$ cat config.mk
export PLATFORM = sky130hd
export DESIGN_NAME = vga_sync_gen
export DESIGN_NICKNAME = d
export VERILOG_FILES = /design/src/rtl/vga_timing_pkg.sv /design/src/rtl/vga_axis_timer.sv /design/src/rtl/vga_sync_gen.sv
export SDC_FILE = /design/constraint.sdc
export NUM_CORES = 1
export LEC_CHECK = 0
export BUFFER_PORTS_ARGS = -buffer_cell sky130_fd_sc_hd__buf_2
export CORE_MARGIN = 4
export CORE_UTILIZATION = 30
export DETAILED_ROUTE_END_ITERATION = 8
export PLACE_DENSITY = 0.54
export SYNTH_ARGS = -nofsm -noshare
export SYNTH_HDL_FRONTEND = slang
export SYNTH_HIERARCHICAL = 1
export SYNTH_SLANG_ARGS = --single-unit
$ cat constraint.sdc
create_clock -name i_Clk -period 4.75 [get_ports i_Clk]
set_input_delay 0.475 -clock i_Clk [delete_from_list [all_inputs] [get_ports i_Clk]]
set_output_delay 0.475 -clock i_Clk [all_outputs]
set_load 0.005 [all_outputs]
$ cat src/rtl/vga_timing_pkg.sv
// rtl/vga_timing_pkg.sv - shared phase encoding and default 640x480@60 timing constants
package vga_timing_pkg;

  typedef enum logic [1:0] {
    ACTIVE      = 2'd0,
    FRONT_PORCH = 2'd1,
    SYNC        = 2'd2,
    BACK_PORCH  = 2'd3
  } phase_t;

  localparam int COUNT_W = 10;

  localparam int DEF_ACTIVE_COLS   = 640;
  localparam int DEF_H_FRONT_PORCH = 16;
  localparam int DEF_H_SYNC_PULSE  = 96;
  localparam int DEF_H_BACK_PORCH  = 48;
  localparam int DEF_ACTIVE_ROWS   = 480;
  localparam int DEF_V_FRONT_PORCH = 10;
  localparam int DEF_V_SYNC_PULSE  = 2;
  localparam int DEF_V_BACK_PORCH  = 33;

  function automatic int calc_total(input int active, input int fp, input int sync, input int bp);
    return active + fp + sync + bp;
  endfunction

endpackage

$ cat src/rtl/vga_axis_timer.sv
// rtl/vga_axis_timer.sv - one raster axis: segment counter plus phase FSM
module vga_axis_timer
  import vga_timing_pkg::*;
#(
  parameter int SEG_ACTIVE = DEF_ACTIVE_COLS,
  parameter int SEG_FP     = DEF_H_FRONT_PORCH,
  parameter int SEG_SYNC   = DEF_H_SYNC_PULSE,
  parameter int SEG_BP     = DEF_H_BACK_PORCH
) (
  input  logic                 i_Clk,
  input  logic                 i_Rst_n,
  input  logic                 i_Advance,
  output logic                 o_Wrap,
  output logic [1:0]           o_Phase,
  output logic [COUNT_W-1:0]   o_Count
);

  localparam int TOTAL = calc_total(SEG_ACTIVE, SEG_FP, SEG_SYNC, SEG_BP);

  localparam logic [COUNT_W-1:0] LAST     = COUNT_W'(TOTAL - 1);
  localparam logic [COUNT_W-1:0] END_ACT  = COUNT_W'(SEG_ACTIVE - 1);
  localparam logic [COUNT_W-1:0] END_FP   = COUNT_W'(SEG_ACTIVE + SEG_FP - 1);
  localparam logic [COUNT_W-1:0] END_SYNC = COUNT_W'(SEG_ACTIVE + SEG_FP + SEG_SYNC - 1);

  logic [COUNT_W-1:0] count_q, count_d;
  phase_t             phase_q, phase_d;

  always_ff @(posedge i_Clk or negedge i_Rst_n) begin
    if (!i_Rst_n) begin
      count_q <= LAST;
      phase_q <= BACK_PORCH;
    end else begin
      count_q <= count_d;
      phase_q <= phase_d;
    end
  end

  // Phase changes are keyed on the last count of each segment, equality only.
  always_comb begin
    count_d = count_q;
    phase_d = phase_q;
    o_Wrap  = 1'b0;
    if (i_Advance) begin
      if (count_q == LAST) begin
        count_d = '0;
        phase_d = ACTIVE;
        o_Wrap  = 1'b1;
      end else begin
        count_d = count_q + 1'b1;
        if (count_q == END_ACT) begin
          phase_d = FRONT_PORCH;
        end else if (count_q == END_FP) begin
          phase_d = SYNC;
        end else if (count_q == END_SYNC) begin
          phase_d = BACK_PORCH;
        end
      end
    end
  end

  // Phase is the one being entered on this edge so the top can register flags in step with the count.
  assign o_Phase = phase_d;
  assign o_Count = count_q;

endmodule

$ cat src/rtl/vga_sync_gen.sv
// rtl/vga_sync_gen.sv - free-running VGA timing generator with registered syncs, enable and counters
module vga_sync_gen
  import vga_timing_pkg::*;
#(
  parameter int   ACTIVE_COLS   = DEF_ACTIVE_COLS,
  parameter int   H_FRONT_PORCH = DEF_H_FRONT_PORCH,
  parameter int   H_SYNC_PULSE  = DEF_H_SYNC_PULSE,
  parameter int   H_BACK_PORCH  = DEF_H_BACK_PORCH,
  parameter int   ACTIVE_ROWS   = DEF_ACTIVE_ROWS,
  parameter int   V_FRONT_PORCH = DEF_V_FRONT_PORCH,
  parameter int   V_SYNC_PULSE  = DEF_V_SYNC_PULSE,
  parameter int   V_BACK_PORCH  = DEF_V_BACK_PORCH,
  parameter logic SYNC_ACTIVE   = 1'b0
) (
  input  logic       i_Clk,
  input  logic       i_Rst_n,
  input  logic       i_En,
  output logic       o_HSync,
  output logic       o_VSync,
  output logic       o_Active,
  output logic [9:0] o_Col_Count,
  output logic [9:0] o_Row_Count,
  output logic       o_Frame_Start
);

  localparam int TOTAL_COLS = calc_total(ACTIVE_COLS, H_FRONT_PORCH, H_SYNC_PULSE, H_BACK_PORCH);
  localparam int TOTAL_ROWS = calc_total(ACTIVE_ROWS, V_FRONT_PORCH, V_SYNC_PULSE, V_BACK_PORCH);

  if (TOTAL_COLS > (1 << COUNT_W)) begin : g_cols_too_wide
    $error("vga_sync_gen: TOTAL_COLS exceeds 10-bit counter range");
  end
  if (TOTAL_ROWS > (1 << COUNT_W)) begin : g_rows_too_wide
    $error("vga_sync_gen: TOTAL_ROWS exceeds 10-bit counter range");
  end

  logic       h_wrap, v_wrap;
  logic [1:0] h_phase_nx, v_phase_nx;

  vga_axis_timer #(
    .SEG_ACTIVE (ACTIVE_COLS),
    .SEG_FP     (H_FRONT_PORCH),
    .SEG_SYNC   (H_SYNC_PULSE),
    .SEG_BP     (H_BACK_PORCH)
  ) u_h_timer (
    .i_Clk     (i_Clk),
    .i_Rst_n   (i_Rst_n),
    .i_Advance (i_En),
    .o_Wrap    (h_wrap),
    .o_Phase   (h_phase_nx),
    .o_Count   (o_Col_Count)
  );

  vga_axis_timer #(
    .SEG_ACTIVE (ACTIVE_ROWS),
    .SEG_FP     (V_FRONT_PORCH),
    .SEG_SYNC   (V_SYNC_PULSE),
    .SEG_BP     (V_BACK_PORCH)
  ) u_v_timer (
    .i_Clk     (i_Clk),
    .i_Rst_n   (i_Rst_n),
    .i_Advance (i_En & h_wrap),
    .o_Wrap    (v_wrap),
    .o_Phase   (v_phase_nx),
    .o_Count   (o_Row_Count)
  );

  logic hsync_q, hsync_d;
  logic vsync_q, vsync_d;
  logic active_q, active_d;
  logic frame_start_q, frame_start_d;

  // A vertical wrap only happens on an enabled edge into (0,0), so it is exactly the frame-start event.
  always_comb begin
    hsync_d       = (phase_t'(h_phase_nx) == SYNC) ? SYNC_ACTIVE : ~SYNC_ACTIVE;
    vsync_d       = (phase_t'(v_phase_nx) == SYNC) ? SYNC_ACTIVE : ~SYNC_ACTIVE;
    active_d      = (phase_t'(h_phase_nx) == ACTIVE) && (phase_t'(v_phase_nx) == ACTIVE);
    frame_start_d = v_wrap;
  end

  always_ff @(posedge i_Clk or negedge i_Rst_n) begin
    if (!i_Rst_n) begin
      hsync_q       <= ~SYNC_ACTIVE;
      vsync_q       <= ~SYNC_ACTIVE;
      active_q      <= 1'b0;
      frame_start_q <= 1'b0;
    end else begin
      hsync_q       <= hsync_d;
      vsync_q       <= vsync_d;
      active_q      <= active_d;
      frame_start_q <= frame_start_d;
    end
  end

  assign o_HSync       = hsync_q;
  assign o_VSync       = vsync_q;
  assign o_Active      = active_q;
  assign o_Frame_Start = frame_start_q;

endmodule

**After elaboration in Yosys (flattened, before gate mapping)**

Index checks and enable logic that the tools add are counted.

- Input port bits: 3
- Flip-flop bits (word level): 28
- Logic and storage cells: 42
- Output and inout port bits: 24

- Equal/unequal tests: 10
- $add $sub $neg: 2
- Mux-type cells: 18
- Reduce and logical (&&, ||, !) cells: 3
- Bitwise logic cells: 1

Operators by type and width:

| kind | count |
|---|---|
| $eq 10x10->1 const B | 5 |
| $eq 10x9->1 const B | 3 |
| $add 10x1->10 const B | 2 |
| $mux 10 | 2 |
| $mux 2 | 10 |
| $mux 1 | 6 |
| $eq 2x2->1 const B | 2 |
| $logic_not 2->1 | 2 |
| $and 1x1->1 | 1 |
| $logic_and 1x1->1 | 1 |

**Logic depth before layout (Yosys ltp)**

Gate-level depths: netlist (run 1).

- Word-level depth: 8
- Mapped depth: 12
- Mapped depth without buffers: 10

**Modules after synthesis**

Netlist (run 1), hierarchy kept.

By module, submodules not included:

| module | area an instance (sq um) | seq. area each (sq um) | cells each | instances |
|---|---|---|---|---|
| vga_axis_timer at u_h_timer | 670.6 | 311.5 | 66 | 1 |
| vga_axis_timer at u_v_timer | 668.1 | 306.5 | 62 | 1 |
| vga_sync_gen | 133.9 | 102.6 | 8 | 1 |

**Least setup slack after synthesis (run 1)**

No wires, ideal clock.

- Path type: register to register
- Start: reg u_h_timer.count_q[0] (netlist: u_h_timer/o_Count[0])
- End: reg active_q (netlist: o_Active)
- Required time: 4.618 ns
- Arrival: 2.410 ns
- Stages on the path, launching flop included: 13
- Buffers on the path: 2
- Path slack: 2.207 ns
- Period minus slack after synthesis: 2.543 ns
- Setup time: 0.132 ns
- Cell sequence: dfstp_2 -> ha_1 -> and3_1 -> buf_6 -> and4b_4 -> and3_1 -> buf_6 -> and2_1 -> inv_1 -> nor2_1 -> a21oi_2 -> a311oi_2 -> nor4_2

- Elaborated cells between the ends (all ways): 16
- Classes of those cells: eq/ne: 4; mux: 8; bitwise: 1; reduce/logical: 3

RTL lines:

| element | line | RTL |
|---|---|---|
| from (decl) | vga_axis_timer.sv:25 | `logic [COUNT_W-1:0] count_q, count_d;` |
| from (signal assigned) | vga_axis_timer.sv:33 | `count_q <= count_d;` |
| $eq 10x10->1 | vga_axis_timer.sv:44 | `if (count_q == LAST) begin` |
| $mux 1 | vga_axis_timer.sv:44 |  |
| $mux 1 | vga_axis_timer.sv:43 | `if (i_Advance) begin` |
| via h_wrap | vga_sync_gen.sv:36 | `logic h_wrap, v_wrap;` |
| $and 1x1->1 | vga_sync_gen.sv:61 | `.i_Advance (i_En & h_wrap),` |
| $mux 2 | vga_axis_timer.sv:43 |  |
| via v_phase_nx[1] | vga_sync_gen.sv:37 | `logic [1:0] h_phase_nx, v_phase_nx;` |
| $logic_not 2->1 | vga_sync_gen.sv:76 | `active_d = (phase_t'(h_phase_nx) == ACTIVE) && (phase_t'(v_phase_nx) == ACTIVE);` |
| $logic_and 1x1->1 | vga_sync_gen.sv:76 |  |
| via active_d | vga_sync_gen.sv:69 | `logic active_q, active_d;` |
| to (signal assigned) | vga_sync_gen.sv:89 | `active_q <= active_d;` |
| to (decl) | vga_sync_gen.sv:69 |  |

The timed path passes the listed nets, and every way through them passes these cells.
A chain may end at the register's enable or synchronous reset.

**Worst setup path after layout (run 1)**

Ends and elaborated chain as after synthesis.

==> metrics.cfg, run 1 <==
[floorplanning]
num_rows = 25
dieArea_mm2 = 0.006094
start_util = 0.3097
fp.dieW_um = 78.07
die_y_um = 78.07
num_io_pins = 27
coreArea_mm2 = 0.004755

[synthesis]
ys_seq_area_frac = 0.4894
synthAdderAreaFrac = 0.03398
synth_top_family_by_area = simple AND/OR/NAND/NOR gates
synth_largest_area_cell = dfstp_2
ys_types = 42
synth.area.mux_share = 0.01444
synthCells = 136
synth-seq-cells = 28
synthTopCellsByArea = dfstp_2 (29%), dfrtp_1 (20%), xor2_1 (5.4%), xnor2_1 (4.8%), nor2_1 (3.6%)
avgSynthCellArea_um2 = 10.83
synth_compound_area_frac = 0.07986
netlist.area_leader.share = 0.2855
synth_area_mm2 = 0.001473
synthSimpleGateAreaFrac = 0.2421
yosys_warnings = 6
syn-num-nets = 143
synth-xor-area-share = 0.1011

[cells_and_area]
final_common_cell = buf_2
finish.utilization = 0.3616
multi_input_area_um2 = 694.4
final_cell_mix = buf_2 (26), dfstp_2 (16), nor2_1 (14), nand2_1 (13), dfrtp_1 (12)
fill_cells = 502
nNetsFinal = 169
seq_area_um2 = 720.7
antennaDiodeCount = 0
drive_gt1_frac = 0.3727
syn2layout_area_growth_pct = 16.74
layout.cells.non_filler = 228

[clocking]
cts-htree-levels = 1
cts.repair.resized = 0
clk_pin_slew_ps = 100
clock-sinks = 28
post_cts_buffers = 0
clock_latency_ps = 280
cts_root_buffer = clkbuf_8
numCtsBuffers = 3
holdBufCountCts = 0
cts_tree = done
cts.path.max_buffers = 2

[setup_path]
critPathSlowestCell = dfstp_2
path_max_fanout = 8
path_buf_inv = 1
cp.arrival_ps = 2970
cpLargestDelayFamily = simple AND/OR/NAND/NOR gates
critPathLaunchType = register
path_cells = ha_1, and3_1, and4b_4, and3_1, and2_1, inv_1, nor2_1, a21oi_2, a311oi_2, nor4_2
cpMostUsedCell = and3_1
worst-path-stages = 10
end_kind = register
ff2ff_path_depth = 10
crit_required_ps = 4910
cpPeakStageDelay_ps = 590
crit_type = register to register

[pwr]
peakVddDrop_v = 0.0001751
power_w = 0.0005885
power_density_mw_per_mm2 = 342.3
power_leakage_nw = 0.7663

[timing]
fmax_mhz = 355.5
drv_slew = 0
tightest_slew_ps = 599.0
finalHoldViolCount = 0
period_needed_ps = 2813
finalSetupViolCount = 0
rsz0062_at_grt = false
slew_headroom = 0.6007
fin_skew_ps = 6.820
tns_ps = 0
period_share = 0.5921
fin_ws_ps = 1937

[min_path]
hold_path_class = primary input to asynchronous set/reset pin

[flow_run]
cap_violations = 0

[placed_design]
hpwl_um = 2193
io_buffers = 26
dp.cells = 224
place_worst_setup_slack_ps = 1959
gp_congestion = 0.7782

[routing]
postRouteAntennaNets = 0
routed_wirelength_um = 3011
drc_errors = 0
via_per_inst = 4.846
vias = 1105
dr.pass1.iters = 4
wl_per_cell_um = 13.21
drtIter0Drc = 63

[global_routing]
grt_usage = 0.1030
grt_first_pass_wirelength_um = 5092
grt_max_degree = 29
grt_pass1_vias = 1073
grt_overflow = 0
antenna_found_initial = 0

[outcome]
outcome = complete, no violations

## per-stage QoR
step / hold WS, ps / area (um2)
floorplan: 179.4 / 1473
global placement: 495.0 / 1648
detailed placement: 506.4 / 1648
CTS: 213.6 / 1719
global route: 240.7 / 1719
finish: 189.1 / 1719
## where the power goes
part           switching (W)  leakage, nW  total [W]  internal, W
clock              0.0000774       0.0357   0.000190     0.000113
sequential         0.0000365        0.324   0.000313     0.000277
combinational      0.0000414        0.407  0.0000850    0.0000437
total               0.000155        0.766   0.000588     0.000433
## final cells by class
| cell class | count | share of cell area |
|---|---|---|
| well taps | 67 | 0.04876 |
| multi-input cells | 98 | 0.4039 |
| clock buffers | 3 | 0.02402 |
| inverters | 5 | 0.01092 |
| repair buffers | 26 | 0.07569 |
| flip-flops and latches | 28 | 0.4192 |
| clock inverters | 1 | 0.01747 |
## final timing paths
path | start | to | slack, ps
max in group asynchronous | i_Rst_n | u_h_timer/o_Count[5] | 4170
setup reg to reg | u_h_timer/o_Count[0] | o_Active | 1940
hold reg to reg | u_h_timer/o_Count[1] | u_h_timer/o_Count[1] | 520
hold / removal | i_Rst_n | u_v_timer/o_Count[5] | 190
min in group i_Clk | u_h_timer/o_Count[1] | u_h_timer/o_Count[1] | 520
setup / recovery | u_h_timer/o_Count[0] | o_Active | 1940
## metal layers
metal,global-route usage,up-vias,part of all wire
li1,-,525,-
met1,0.1350,548,0.47
met2,0.1670,28,0.47
met3,0.03326,4,0.059
met4,0.02098,0,0.0076
met5,0,-,0
## Yosys cell counts (all sizes together)
master,n
dfstp,16
nor2,14
nand2,13
dfrtp,12
xor2,9
nand4,8
xnor2,8
and3,5
inv,5
nor4,5
ha,4
and2,3
buf,3
nor3b,3
a31oi,2
clkbuf,2
nand2b,2
nand3,2
nor3,2
a21bo,1
a21oi,1
a221o,1
a22o,1
a311oi,1
a32o,1
a41o,1
and4b,1
mux2,1
mux2i,1
nor2b,1
nor4b,1
o211ai,1
o21ai,1
o21ba,1
o22ai,1
or2,1
or3b,1
## cell families after synthesis
logic type | count (synthesis)
AOI/OAI and AO/OA | 13
adders and majority gates | 4
xor gates and xnor gates | 17
DFF | 28
buffers and inverters | 10
muxes | 2
and+or+nand+nor | 62
## sequential cells by signal (all words and copies together), names as in the netlist
register,count
o_Frame_Start,1
o_VSync,1
o_HSync,1
u_v_timer/phase_q,2
u_v_timer/o_Count,10
u_h_timer/phase_q,2
u_h_timer/o_Count,10
o_Active,1
No activity file was read; power rests on OpenSTA's default activity.
==> inputs of run 2 (changes only) <==
clock period = 2.9 ns   (was 4.75 ns; I/O delays follow)
==> metrics.cfg, run 2 (synthesis results as in run 1) <==
[setup_path]
path_buf_inv = 1  ; unchanged
end_kind = register  ; unchanged
critPathSlowestCell = dfstp_2  ; unchanged
cpLargestDelayFamily = simple AND/OR/NAND/NOR gates  ; unchanged
cpPeakStageDelay_ps = 590  ; about the same
cpMostUsedCell = and3_1  ; unchanged
crit_required_ps = 3120  ; was 4910 ps
cp.arrival_ps = 2860  ; was 2970 ps
critPathLaunchType = register  ; unchanged
path_cells = ha_1, and3_1, and4b_4, and3_1, and2_1, buf_4, nand4_1, nor4_1, xnor2_1, nor2_1  ; was ha_1, and3_1, and4b_4, and3_1, and2_1, inv_1, nor2_1, a21oi_2, a311oi_2, nor4_2
path_max_fanout = 7  ; was 8
crit_type = register to register  ; unchanged

[timing]
fmax_mhz = 378.5  ; was 355.5 MHz
drv_slew = 0  ; unchanged
slew_headroom = 0.5944  ; was 0.6007
tns_ps = 0  ; unchanged
period_share = 0.9109  ; was 0.5921
tightest_slew_ps = 608.4  ; was 599.0 ps
period_needed_ps = 2642  ; was 2813 ps
rsz0062_at_grt = false  ; unchanged
fin_ws_ps = 258.3  ; was 1937 ps
finalHoldViolCount = 0  ; unchanged
fin_skew_ps = 4.675  ; was 6.820 ps
finalSetupViolCount = 0  ; unchanged

[flow_run]
cap_violations = 0  ; unchanged

[min_path]
hold_path_class = primary input to asynchronous set/reset pin  ; unchanged

[routing]
postRouteAntennaNets = 0  ; unchanged
drc_errors = 0  ; unchanged
dr.pass1.iters = 4  ; unchanged
via_per_inst = 4.800  ; was 4.846
wl_per_cell_um = 13.21  ; about the same
drtIter0Drc = 83  ; was 63
routed_wirelength_um = 3038  ; was 3011 um
vias = 1104  ; was 1,105

[floorplanning]
start_util = 0.3097  ; unchanged
num_io_pins = 27  ; unchanged
fp.dieW_um = 78.07  ; unchanged
dieArea_mm2 = 0.006094  ; unchanged
coreArea_mm2 = 0.004755  ; unchanged
die_y_um = 78.07  ; unchanged
num_rows = 25  ; unchanged

[clocking]
cts.repair.resized = 0  ; unchanged
cts_root_buffer = clkbuf_8  ; unchanged
cts_tree = done  ; unchanged
cts-htree-levels = 1  ; unchanged
cts.path.max_buffers = 2  ; unchanged
clock_latency_ps = 280  ; about the same
holdBufCountCts = 0  ; unchanged
numCtsBuffers = 3  ; unchanged
clock-sinks = 28  ; unchanged
post_cts_buffers = 0  ; unchanged
clk_pin_slew_ps = 100  ; about the same

[cells_and_area]
drive_gt1_frac = 0.3804  ; was 0.3727
final_cell_mix = buf_2 (26), dfstp_2 (16), nor2_1 (14), nand2_1 (13), dfrtp_1 (12)  ; unchanged
syn2layout_area_growth_pct = 16.65  ; was 16.74%
antennaDiodeCount = 0  ; unchanged
final_common_cell = buf_2  ; unchanged
nNetsFinal = 171  ; was 169

[global_routing]
antenna_found_initial = 0  ; unchanged
grt_overflow = 0  ; unchanged
grt_usage = 0.1055  ; was 0.1030
grt_first_pass_wirelength_um = 5209  ; was 5092 um
grt_pass1_vias = 1117  ; was 1,073
grt_max_degree = 29  ; unchanged

[pwr]
peakVddDrop_v = 0.0003439  ; was 0.0001751 V
power_density_mw_per_mm2 = 524.8  ; was 342.3 mW/mm2
power_leakage_nw = 0.7702  ; was 0.7663 nW

[placed_design]
gp_congestion = 0.7879  ; was 0.7782
place_worst_setup_slack_ps = 286.7  ; was 1959 ps
hpwl_um = 2187  ; was 2193 um
io_buffers = 26  ; unchanged

[outcome]
outcome = complete, no violations  ; unchanged

run 2: changes by cell type in the layout (fill, tap and decap cells not counted), sizes merged:
cell    previous run  this run
bufinv             1         0
clkbuf             3         4
buf               26        28
run 2: worst register-to-register path: stages (launching register included):
cell,delay [ps]
dfstp_2,590
ha_1,170
and3_1,270
and4b_4,290
and3_1,230
and2_1,170
buf_4,150
nand4_1,150
nor4_1,350
xnor2_1,160
nor2_1,50
run 2: per-stage QoR:
stage,hold WS [ps],cell area (um2),total power [W],std cells,util
3_3_place_gp,336.1,1663,0.0006575,226,0.3497
2_1_floorplan,-5.591,1473,0.0005998,136,-
3_5_place_dp,338.7,1663,0.0006591,226,0.3497
4_1_cts,29.71,1718,0.0009168,230,0.3613
5_1_grt,58.42,1718,0.0009579,230,0.3613
6_report,5.209,1718,0.0009016,230,0.3613
run 2: metal layers:
layer / track usage / part of all wire / vias up
met1: 0.1324 / 0.46 / 527
met3: 0.03784 / 0.059 / 6
met2: 0.1712 / 0.47 / 41
met4: 0.02972 / 0.018 / 0
met5: 0 / 0 / -
li1: - / - / 530
run 2: worst paths after layout:
kind,from,to,slack (ps),cells past startpoint
max in group asynchronous,i_Rst_n,u_h_timer/o_Count[6],2490,1
max,u_h_timer/o_Count[0],u_v_timer/o_Count[9],260,10
min,i_Rst_n,o_Frame_Start,5,1
min reg2reg,u_h_timer/o_Count[0],u_h_timer/o_Count[0],520,1
min in group i_Clk,i_En,u_h_timer/o_Count[0],340,2
max reg2reg,u_h_timer/o_Count[0],u_v_timer/o_Count[9],260,10
run 2: cell type report:
class | instances | area (um2)
inverter | 5 | 18.77
timing repair buffer | 28 | 145.1
multi-input combinational | 98 | 694.4
clock buffer | 4 | 55.05
tap | 67 | 83.83
sequential | 28 | 720.7
fill | 493 | 3037
run 2: report_power, final:
part	switching, W	internal, W	leakage, nW
Sequential	0.0000577	0.000453	0.324
Clock	0.000130	0.000122	0.0288
Combinational	0.0000683	0.0000712	0.417
Total	0.000256	0.000646	0.770
